**src/rtl/sort_seq.sv**
```systemverilog
// Handshaked odd-even transposition sorter: one compare-and-swap phase per clock.
// Optional SORT_EARLY_EXIT_EN: leave SORT after two consecutive swap-free phases.

module sort_seq_cas #(
  parameter int WIDTH = 4
) (
  input  logic [WIDTH-1:0] a_i,
  input  logic [WIDTH-1:0] b_i,
  input  logic             desc_i,
  output logic             ooo_o
);
  // Strict compares: equal neighbours are never reported out of order.
  assign ooo_o = desc_i ? (a_i < b_i) : (a_i > b_i);
endmodule

module sort_seq #(
  parameter int NUM_VALS = 8,
  parameter int WIDTH    = 4
) (
  input  logic                      clk,
  input  logic                      rst_n,
  input  logic                      in_valid,
  output logic                      in_ready,
  input  logic [NUM_VALS*WIDTH-1:0] in_data,
  input  logic                      descend,
  output logic                      out_valid,
  input  logic                      out_ready,
  output logic [NUM_VALS*WIDTH-1:0] out_data,
  output logic                      busy
);
  localparam int PW = $clog2(NUM_VALS) + 1;

  typedef enum logic [1:0] {IDLE, SORT, DONE} state_t;

  state_t                           state_q, state_d;
  // Ascending packed range puts element 0 in the MS slice.
  logic [0:NUM_VALS-1][WIDTH-1:0]   elems_q, elems_d;
  logic [PW-1:0]                    phase_q, phase_d;
  logic                             mode_q, mode_d;
  logic                             in_ready_q, in_ready_d;
  logic                             out_valid_q, out_valid_d;
  logic                             busy_q, busy_d;
  logic [NUM_VALS-2:0]              ooo, act, swp;
  logic                             last_phase, done_now;
`ifdef SORT_EARLY_EXIT_EN
  logic                             clean_q, clean_d;
  logic                             any_swap;
`endif

  for (genvar g = 0; g < NUM_VALS - 1; g++) begin : g_cas
    localparam logic ODD = 1'(g % 2);
    sort_seq_cas #(.WIDTH(WIDTH)) u_cas (
      .a_i    (elems_q[g]),
      .b_i    (elems_q[g+1]),
      .desc_i (mode_q),
      .ooo_o  (ooo[g])
    );
    // Pair (g,g+1) is live on even phases for even g, odd phases for odd g.
    assign act[g] = (phase_q[0] == ODD);
  end

  assign swp        = ooo & act;
  assign last_phase = (phase_q == PW'(NUM_VALS - 1));
`ifdef SORT_EARLY_EXIT_EN
  assign any_swap   = |swp;
`endif

  always_comb begin
    state_d     = state_q;
    elems_d     = elems_q;
    phase_d     = phase_q;
    mode_d      = mode_q;
    in_ready_d  = in_ready_q;
    out_valid_d = out_valid_q;
    busy_d      = busy_q;
    done_now    = 1'b0;
`ifdef SORT_EARLY_EXIT_EN
    clean_d     = clean_q;
`endif
    case (state_q)
      IDLE: begin
        if (in_valid && in_ready_q) begin
          elems_d    = in_data;
          mode_d     = descend;
          phase_d    = '0;
          state_d    = SORT;
          in_ready_d = 1'b0;
          busy_d     = 1'b1;
`ifdef SORT_EARLY_EXIT_EN
          clean_d    = 1'b0;
`endif
        end
      end
      SORT: begin
        for (int i = 0; i < NUM_VALS - 1; i++) begin
          if (swp[i]) begin
            elems_d[i]   = elems_q[i+1];
            elems_d[i+1] = elems_q[i];
          end
        end
        done_now = last_phase;
`ifdef SORT_EARLY_EXIT_EN
        // Two back-to-back clean phases cover both parities: array is sorted.
        done_now = done_now || (!any_swap && clean_q);
        clean_d  = !any_swap;
`endif
        if (done_now) begin
          state_d     = DONE;
          busy_d      = 1'b0;
          out_valid_d = 1'b1;
        end else begin
          phase_d = phase_q + PW'(1);
        end
      end
      DONE: begin
        if (out_ready) begin
          state_d     = IDLE;
          out_valid_d = 1'b0;
          in_ready_d  = 1'b1;
        end
      end
      default: begin
        state_d     = IDLE;
        in_ready_d  = 1'b1;
        out_valid_d = 1'b0;
        busy_d      = 1'b0;
      end
    endcase
  end

  always_ff @(posedge clk or negedge rst_n) begin
    if (!rst_n) begin
      state_q     <= IDLE;
      elems_q     <= '0;
      phase_q     <= '0;
      mode_q      <= 1'b0;
      in_ready_q  <= 1'b1;
      out_valid_q <= 1'b0;
      busy_q      <= 1'b0;
`ifdef SORT_EARLY_EXIT_EN
      clean_q     <= 1'b0;
`endif
    end else begin
      state_q     <= state_d;
      elems_q     <= elems_d;
      phase_q     <= phase_d;
      mode_q      <= mode_d;
      in_ready_q  <= in_ready_d;
      out_valid_q <= out_valid_d;
      busy_q      <= busy_d;
`ifdef SORT_EARLY_EXIT_EN
      clean_q     <= clean_d;
`endif
    end
  end

  assign in_ready  = in_ready_q;
  assign out_valid = out_valid_q;
  assign busy      = busy_q;
  assign out_data  = elems_q;
endmodule

```
**config.mk**
```make
export PLATFORM = sky130hd
export DESIGN_NAME = sort_seq
export DESIGN_NICKNAME = d
export VERILOG_FILES = /design/src/rtl/sort_seq.sv
export SDC_FILE = /design/constraint.sdc
export NUM_CORES = 1
export LEC_CHECK = 0
export BUFFER_PORTS_ARGS = -buffer_cell sky130_fd_sc_hd__buf_2
export CAP_MARGIN = 10
export CORE_ASPECT_RATIO = 0.75
export CORE_MARGIN = 5
export CORE_UTILIZATION = 54
export DETAILED_ROUTE_END_ITERATION = 12
export GPL_TIMING_DRIVEN = 0
export PLACE_DENSITY = 0.8
export SLEW_MARGIN = 40
export SYNTH_ARGS = -nofsm -noshare
export SYNTH_HDL_FRONTEND = slang
export SYNTH_SLANG_ARGS = --single-unit
```
**constraint.sdc**
```tcl
create_clock -name clk -period 3 [get_ports clk]
set_clock_uncertainty 0.15 [all_clocks]
set_input_delay 0.15 -clock clk [delete_from_list [all_inputs] [get_ports clk]]
set_output_delay 0.15 -clock clk [all_outputs]
set_load 0.03 [all_outputs]
```
# ---- Word-level counts from Yosys, hierarchy flattened
# Index checks and enable logic that the tools add are counted.
dict set report word_totals {
  register_bits 42
  input_bits 37
  out_inout_bits 35
  elab_cells 100
}
dict set report op_classes {
  add_sub_neg 1
  magnitude_cmp 14
  eq_ne 15
  n_mux 34
  bitwise 5
  n_reduce_logical 17
}
# cell count
set ops {}
lappend ops {{2-to-1 mux 8 bit} 9}
lappend ops {{case mux 32 bit (2 select lines)} 1}
lappend ops {{AND reduction 3 bit} 13}
lappend ops {{2-to-1 mux 32 bit} 1}
lappend ops {{greater-than comparator 4 bit} 7}
lappend ops {{< comparator 4 bit} 7}
lappend ops {{inequality test 3 bit (second input constant)} 6}
lappend ops {{2-to-1 mux 1 bit} 13}
lappend ops {{inequality test 2 bit (second input constant)} 6}
lappend ops {{case mux 1 bit (3 select lines)} 3}
lappend ops {{2-to-1 mux 4 bit} 2}
lappend ops {{case mux 4 bit (2 select lines)} 1}
lappend ops {{bitwise AND 7 bit} 1}
lappend ops {{2-to-1 mux 2 bit} 3}
lappend ops {{case mux 2 bit (3 select lines)} 1}
lappend ops {{adder 4 x 1 -> 4 bit (second input constant)} 1}
lappend ops {{equality test 4 x 3 -> 1 bit (second input constant)} 1}
lappend ops {{inverter 1 bit} 4}
lappend ops {{equality test 2 x 1 -> 1 bit (second input constant)} 1}
lappend ops {{equality test 2 bit (second input constant)} 1}
lappend ops {{zero test 2 bit} 1}
lappend ops {{AND reduction 2 bit} 1}
lappend ops {{nonzero test 2 bit} 1}
lappend ops {{logical AND 1 bit} 1}

# ---- Depth between registers and ports, before layout
dict set report logic_depth {
  word_depth 13
  mapped_depth 10
  ltp_nobuf 9
}

# ---- Cells and area by module
# From an unflattened synthesis, not the netlist that was laid out.
dict set report hier_totals {
  hier_cells 362
  hier_area_um2 3214.3
}
# mod n_inst cells_per_inst area_per_inst_um2 seq_area_each_um2
set by_module_without_submodules {}
lappend by_module_without_submodules {sort_seq 1 257 2408.6 1052.3}
lappend by_module_without_submodules {sort_seq_cas 7 15 115.1 0.0}

# ---- Worst setup path after synthesis
# OpenSTA, ideal clock, no wires.
dict set report synth_path {
  path_kind {register to register}
  from {register elems_q (netlist bit out_data[13])}
  to {register elems_q (netlist bit out_data[14])}
  setup_time_ns 0.125
  arrival_ns 2.313
  required_time_ns 2.725
  path_slack_ns 0.413
  path_stages_with_launch 9
  path_buffers 0
  period_less_slack_ns 2.587
  cell_sequence {dfrtp_1 > inv_1 > ha_1 > nor2b_4 > o211a_1 > nand3b_1 > a21oi_1 > o21a_2 > mux2_2}
}
dict set report synth_via {
  elab_chain_cells 5
  elab_cells_between_ends 11
  classes_between {4 x order compare; 1 x eq/ne; 4 x mux; 1 x bitwise; 1 x reduce/logical}
}
# element line
set synth_rtl {}
lappend synth_rtl {{start, declared} 37} ;# logic [0:NUM_VALS-1][WIDTH-1:0] elems_q, elems_d;
lappend synth_rtl {{start signal, assigned} 145} ;# elems_q <= elems_d;
lappend synth_rtl {{greater-than comparator 4 bit or < comparator 4 bit (tied branches)} 13} ;# assign ooo_o = desc_i ? (a_i < b_i) : (a_i > b_i);
lappend synth_rtl {{2-to-1 mux 1 bit} 13}
lappend synth_rtl {{bitwise AND 7 bit (*)} 62} ;# assign swp = ooo & act;
lappend synth_rtl {{inequality test 3 bit (no source line) or 2-to-1 mux 8 bit (tied branches)} n/a}
lappend synth_rtl {{AND reduction 3 bit (no source line) or case mux 32 bit (2 select lines) (tied branches)} n/a}
# Mark *: on every way between the ends. The rest lies on a longest branch, timed or not. The select of a mux whose other input is x is not followed.
# A chain may end at the register's enable or synchronous reset.

# ---- Worst setup path after layout
# Ends and elaborated chain as after synthesis.

==> metrics.txt <==
# TYPE chip_impl_metric gauge
chip_impl_info{name="outcome",value="finished, final reports clean"} 1
chip_impl_metric{name="grt_first_pass_wirelength",unit="microns"} 13800
chip_impl_metric{name="rrSetupSlack",unit="ns"} 0.28
chip_impl_metric{name="grt_pass1_vias",unit=""} 2789
chip_impl_metric{name="hold_viol",unit=""} 0
chip_impl_metric{name="numCtsBuffers",unit=""} 5
chip_impl_info{name="timing.critical_path.from_type",value="flop"} 1
chip_impl_info{name="layout_commonest_cell",value="buf_2"} 1
chip_impl_metric{name="finalCritPeriodShare",unit="%"} 90.6
chip_impl_metric{name="critPathMaxFanout",unit=""} 6
chip_impl_metric{name="violation_count_after_the_first_detailed_routing_iteration",unit=""} 186
chip_impl_info{name="dominantRegCellSynth",value="dfrtp_1"} 1
chip_impl_metric{name="dpl.hpwl",unit="microns"} 6320
chip_impl_metric{name="die_x_extent",unit="microns"} 96.7
chip_impl_info{name="final_cell_mix",value="77 x buf_2, 41 x dfrtp_1, 34 x inv_1, 29 x ha_1, 24 x a21oi_1"} 1
chip_impl_metric{name="ctsHtreeMaxLevel",unit=""} 2
chip_impl_metric{name="worst-slew-pin-transition",unit="ns"} 0.748
chip_impl_info{name="worst_hold_path_type",value="primary input to flop"} 1
chip_impl_metric{name="ys_warn_count",unit=""} 0
chip_impl_metric{name="routed_wirelength",unit="microns"} 8440
chip_impl_info{name="cp_cell_sequence",value="inv_1 -> ha_1 -> nor2b_4 -> o211a_1 -> nand3b_1 -> a21oi_1 -> o21a_2 -> mux2_2"} 1
chip_impl_metric{name="cts_hold_buffers",unit=""} 12
chip_impl_metric{name="fmaxAchievable",unit="MHz"} 368
chip_impl_info{name="worstSetupStartpoint",value="out_data[13]$_DFFE_PN0P_"} 1
chip_impl_metric{name="synth_seq_area_share",unit="%"} 34.6
chip_impl_metric{name="final_layout_size_suffix_gt1_share",unit="%"} 30.5
chip_impl_metric{name="design.die.area",unit="sq um"} 7260
chip_impl_metric{name="syn_inst",unit=""} 315
chip_impl_metric{name="worst_ep_required_time",unit="ns"} 3.04
chip_impl_metric{name="gr-usage-all-layers",unit="%"} 23.8
chip_impl_metric{name="drv_slew",unit=""} 0
chip_impl_metric{name="vias_per_cell",unit=""} 5.89
chip_impl_metric{name="grt_antenna_before_repair",unit=""} 0
chip_impl_metric{name="dieHeight",unit="microns"} 75.0
chip_impl_metric{name="finalCriticalPeriod",unit="ns"} 2.72
chip_impl_metric{name="synth-edff-count",unit=""} 0
chip_impl_metric{name="syn_avg_cell_area",unit="sq um"} 9.67
chip_impl_metric{name="hold_path_depth",unit=""} 3
chip_impl_info{name="clock-root-buffer",value="clkbuf_8"} 1
chip_impl_metric{name="fp-row-count",unit=""} 23
chip_impl_metric{name="grt_start_max_net_pins",unit=""} 43
chip_impl_metric{name="timing.critical_path.slowest_cell_delay",unit="ns"} 0.45
chip_impl_metric{name="fin_util",unit="%"} 69.5
chip_impl_metric{name="worst_hold_slack",unit="ns"} 0.00527
chip_impl_info{name="timing.rr.start",value="out_data[13]$_DFFE_PN0P_"} 1
chip_impl_info{name="rr_endpoint",value="out_data[14]$_DFFE_PN0P_"} 1
chip_impl_metric{name="overflow",unit=""} 0
chip_impl_metric{name="max-slew-margin-rel",unit="%"} 49.9
chip_impl_metric{name="detailroute.via_count",unit=""} 2835
chip_impl_metric{name="clock_latency",unit="ns"} 0.30
chip_impl_metric{name="core_area",unit="sq um"} 5410
chip_impl_metric{name="worst-endpoint-arrival",unit="ns"} 2.76
chip_impl_metric{name="port-buffer-count",unit=""} 71
chip_impl_info{name="yosysTopAreaCell",value="dfrtp_1"} 1
chip_impl_metric{name="numClockSinks",unit=""} 42
chip_impl_metric{name="number_of_unique_standard_cell_types_used_by_synthesis",unit=""} 43
chip_impl_metric{name="clk_path_buf_depth",unit=""} 2
chip_impl_metric{name="postSynthRegisterBits",unit=""} 42
chip_impl_info{name="setup.worst_path.class",value="flop to flop"} 1
chip_impl_metric{name="number_of_max_cap_violations",unit=""} 0
chip_impl_metric{name="numPlacedInstances",unit=""} 461
chip_impl_info{name="destination_of_the_critical_timing_path",value="out_data[14]$_DFFE_PN0P_"} 1
chip_impl_metric{name="stdcell_count",unit=""} 481
chip_impl_metric{name="gp_congestion",unit=""} 0.913
chip_impl_info{name="crit_slowest_cell",value="dfrtp_1"} 1
chip_impl_metric{name="route.detailed.drc",unit=""} 0
chip_impl_metric{name="nets",unit=""} 471
chip_impl_metric{name="starting_density_of_the_core",unit="%"} 56.3
chip_impl_metric{name="setup_viol",unit=""} 0
chip_impl_metric{name="drt-pass1-iter-count",unit=""} 5
chip_impl_info{name="critical_path.top_delay_family",value="compound AO/OA/AOI/OAI gates"} 1
chip_impl_metric{name="timing.setup.tns",unit="ns"} 0
chip_impl_metric{name="wl_per_cell",unit="microns"} 17.5
chip_impl_metric{name="antennaDiodeCount",unit=""} 0
chip_impl_info{name="synth_top_cells_by_area",value="dfrtp_1 34%, ha_1 12%, mux2_2 5.5%"} 1
chip_impl_metric{name="synthArstFlopShare",unit="%"} 100
chip_impl_metric{name="cts.clk_slew.worst_paths",unit="ns"} 0.08
chip_impl_metric{name="floorplan.io_pins",unit=""} 72
chip_impl_metric{name="cts_resized",unit=""} 0
chip_impl_metric{name="mappedNetlistArea",unit="sq um"} 3050
chip_impl_metric{name="netlist.area_leader.share",unit="%"} 33.7
chip_impl_info{name="endpoint_kind",value="flop"} 1
chip_impl_metric{name="antenna_violating_nets_post_route",unit=""} 0
chip_impl_metric{name="reg2reg_path_depth",unit=""} 8
chip_impl_metric{name="number_of_cells_on_the_critical_path",unit=""} 8
chip_impl_metric{name="critical_path_buf_inv_count",unit=""} 1
chip_impl_metric{name="postSynthNetCount",unit=""} 381
chip_impl_info{name="clock_tree_from_tritoncts",value="built"} 1
chip_impl_metric{name="number_of_setup_buffers_added_after_cts",unit=""} 0
chip_impl_info{name="rsz_0062_raised_after_global_routing",value="no"} 1
chip_impl_metric{name="layout_filler_cell_count",unit=""} 445
chip_impl_metric{name="flow.area_growth_from_synthesis",unit="%"} 23.5
-- metal layers --
metal	vias to the layer above	GRT usage [%]	part of all wire [%]	routed length, microns
met5	-	0	0	0
met4	0	9.03	1.9	161
met3	19	5.83	7.3	616
met2	109	36.5	44	3720
met1	1350	33.1	47	3940
li1	1357	-	-	-
-- registers in the layout (all words and copies together), names as in the netlist --
register / flops
out_valid: 1
mode_q: 1
out_data: 32
in_ready: 1
busy: 1
state_q: 2
phase_q: 4
-- area by class of cell --
cell class	instances	area (sq um)	area share (%)
Buffer	13	72.6	1.93
Clock buffer	6	82.6	2.20
Clock inverter	2	60.1	1.60
Inverter	34	128	3.39
Multi-Input combinational cell	226	1790	47.7
Sequential cell	42	1050	28.0
Tap cell	75	93.8	2.50
Timing Repair Buffer	83	478	12.7
-- how the worst min path moves through the flow --
stage	from	end	slack [ns]
6_report	in_data[13]	out_data[13]$_DFFE_PN0P_	0.005
5_1_grt	in_data[13]	out_data[13]$_DFFE_PN0P_	0.01
4_1_cts	in_data[13]	out_data[13]$_DFFE_PN0P_	0.002
3_5_place_dp	rst_n	out_data[5]$_DFFE_PN0P_	0.03
3_3_place_gp	in_valid	in_ready$_DFFE_PN1P_	0.17
2_1_floorplan	rst_n	busy$_DFFE_PN0P_	-0.30
-- cells in the mapped netlist, drive strengths merged (2+ instances only) --
library cell and number:
and3 6, mux2i 15, a21oi 26, a221o 9, a41o 5, dfrtp 41, nand3b 2, nor2b 19
a222oi 4, inv 34, nor2 12, mux2 15, a221oi 7, buf 9, nand3 8, a41oi 6
a31oi 4, o211ai 5, o211a 2, nor3 9, o21ai 16, nand2 15, o21a 2, ha 29
clkbuf 4, or3 2, a311oi 4
-- tightest hold or removal path: stages --
cell,delay (ns)
buf_2,0.07
a221oi_1,0.07
mux2i_1,0.12
-- metrics by stage --
step,setup slack [ns],instance area [sq um]
after floorplan,0.413,3050
after global placement,0.373,3490
after detailed placement,0.326,3500
after CTS,0.303,3760
after global routing,0.137,3760
final,0.282,3760
-- logic make-up after synthesis --
logic type	synth area share (%)
adders and majority gates	11.9
buffers and inverters	6.57
muxes	10.5
AOI/OAI and AO/OA	22.4
DFF	34.6
and+or+nand+nor	14.1
Power is left out: the tool's default activity adds up to more than one toggle a clock period on the data nets, which glitch-free logic cannot reach.
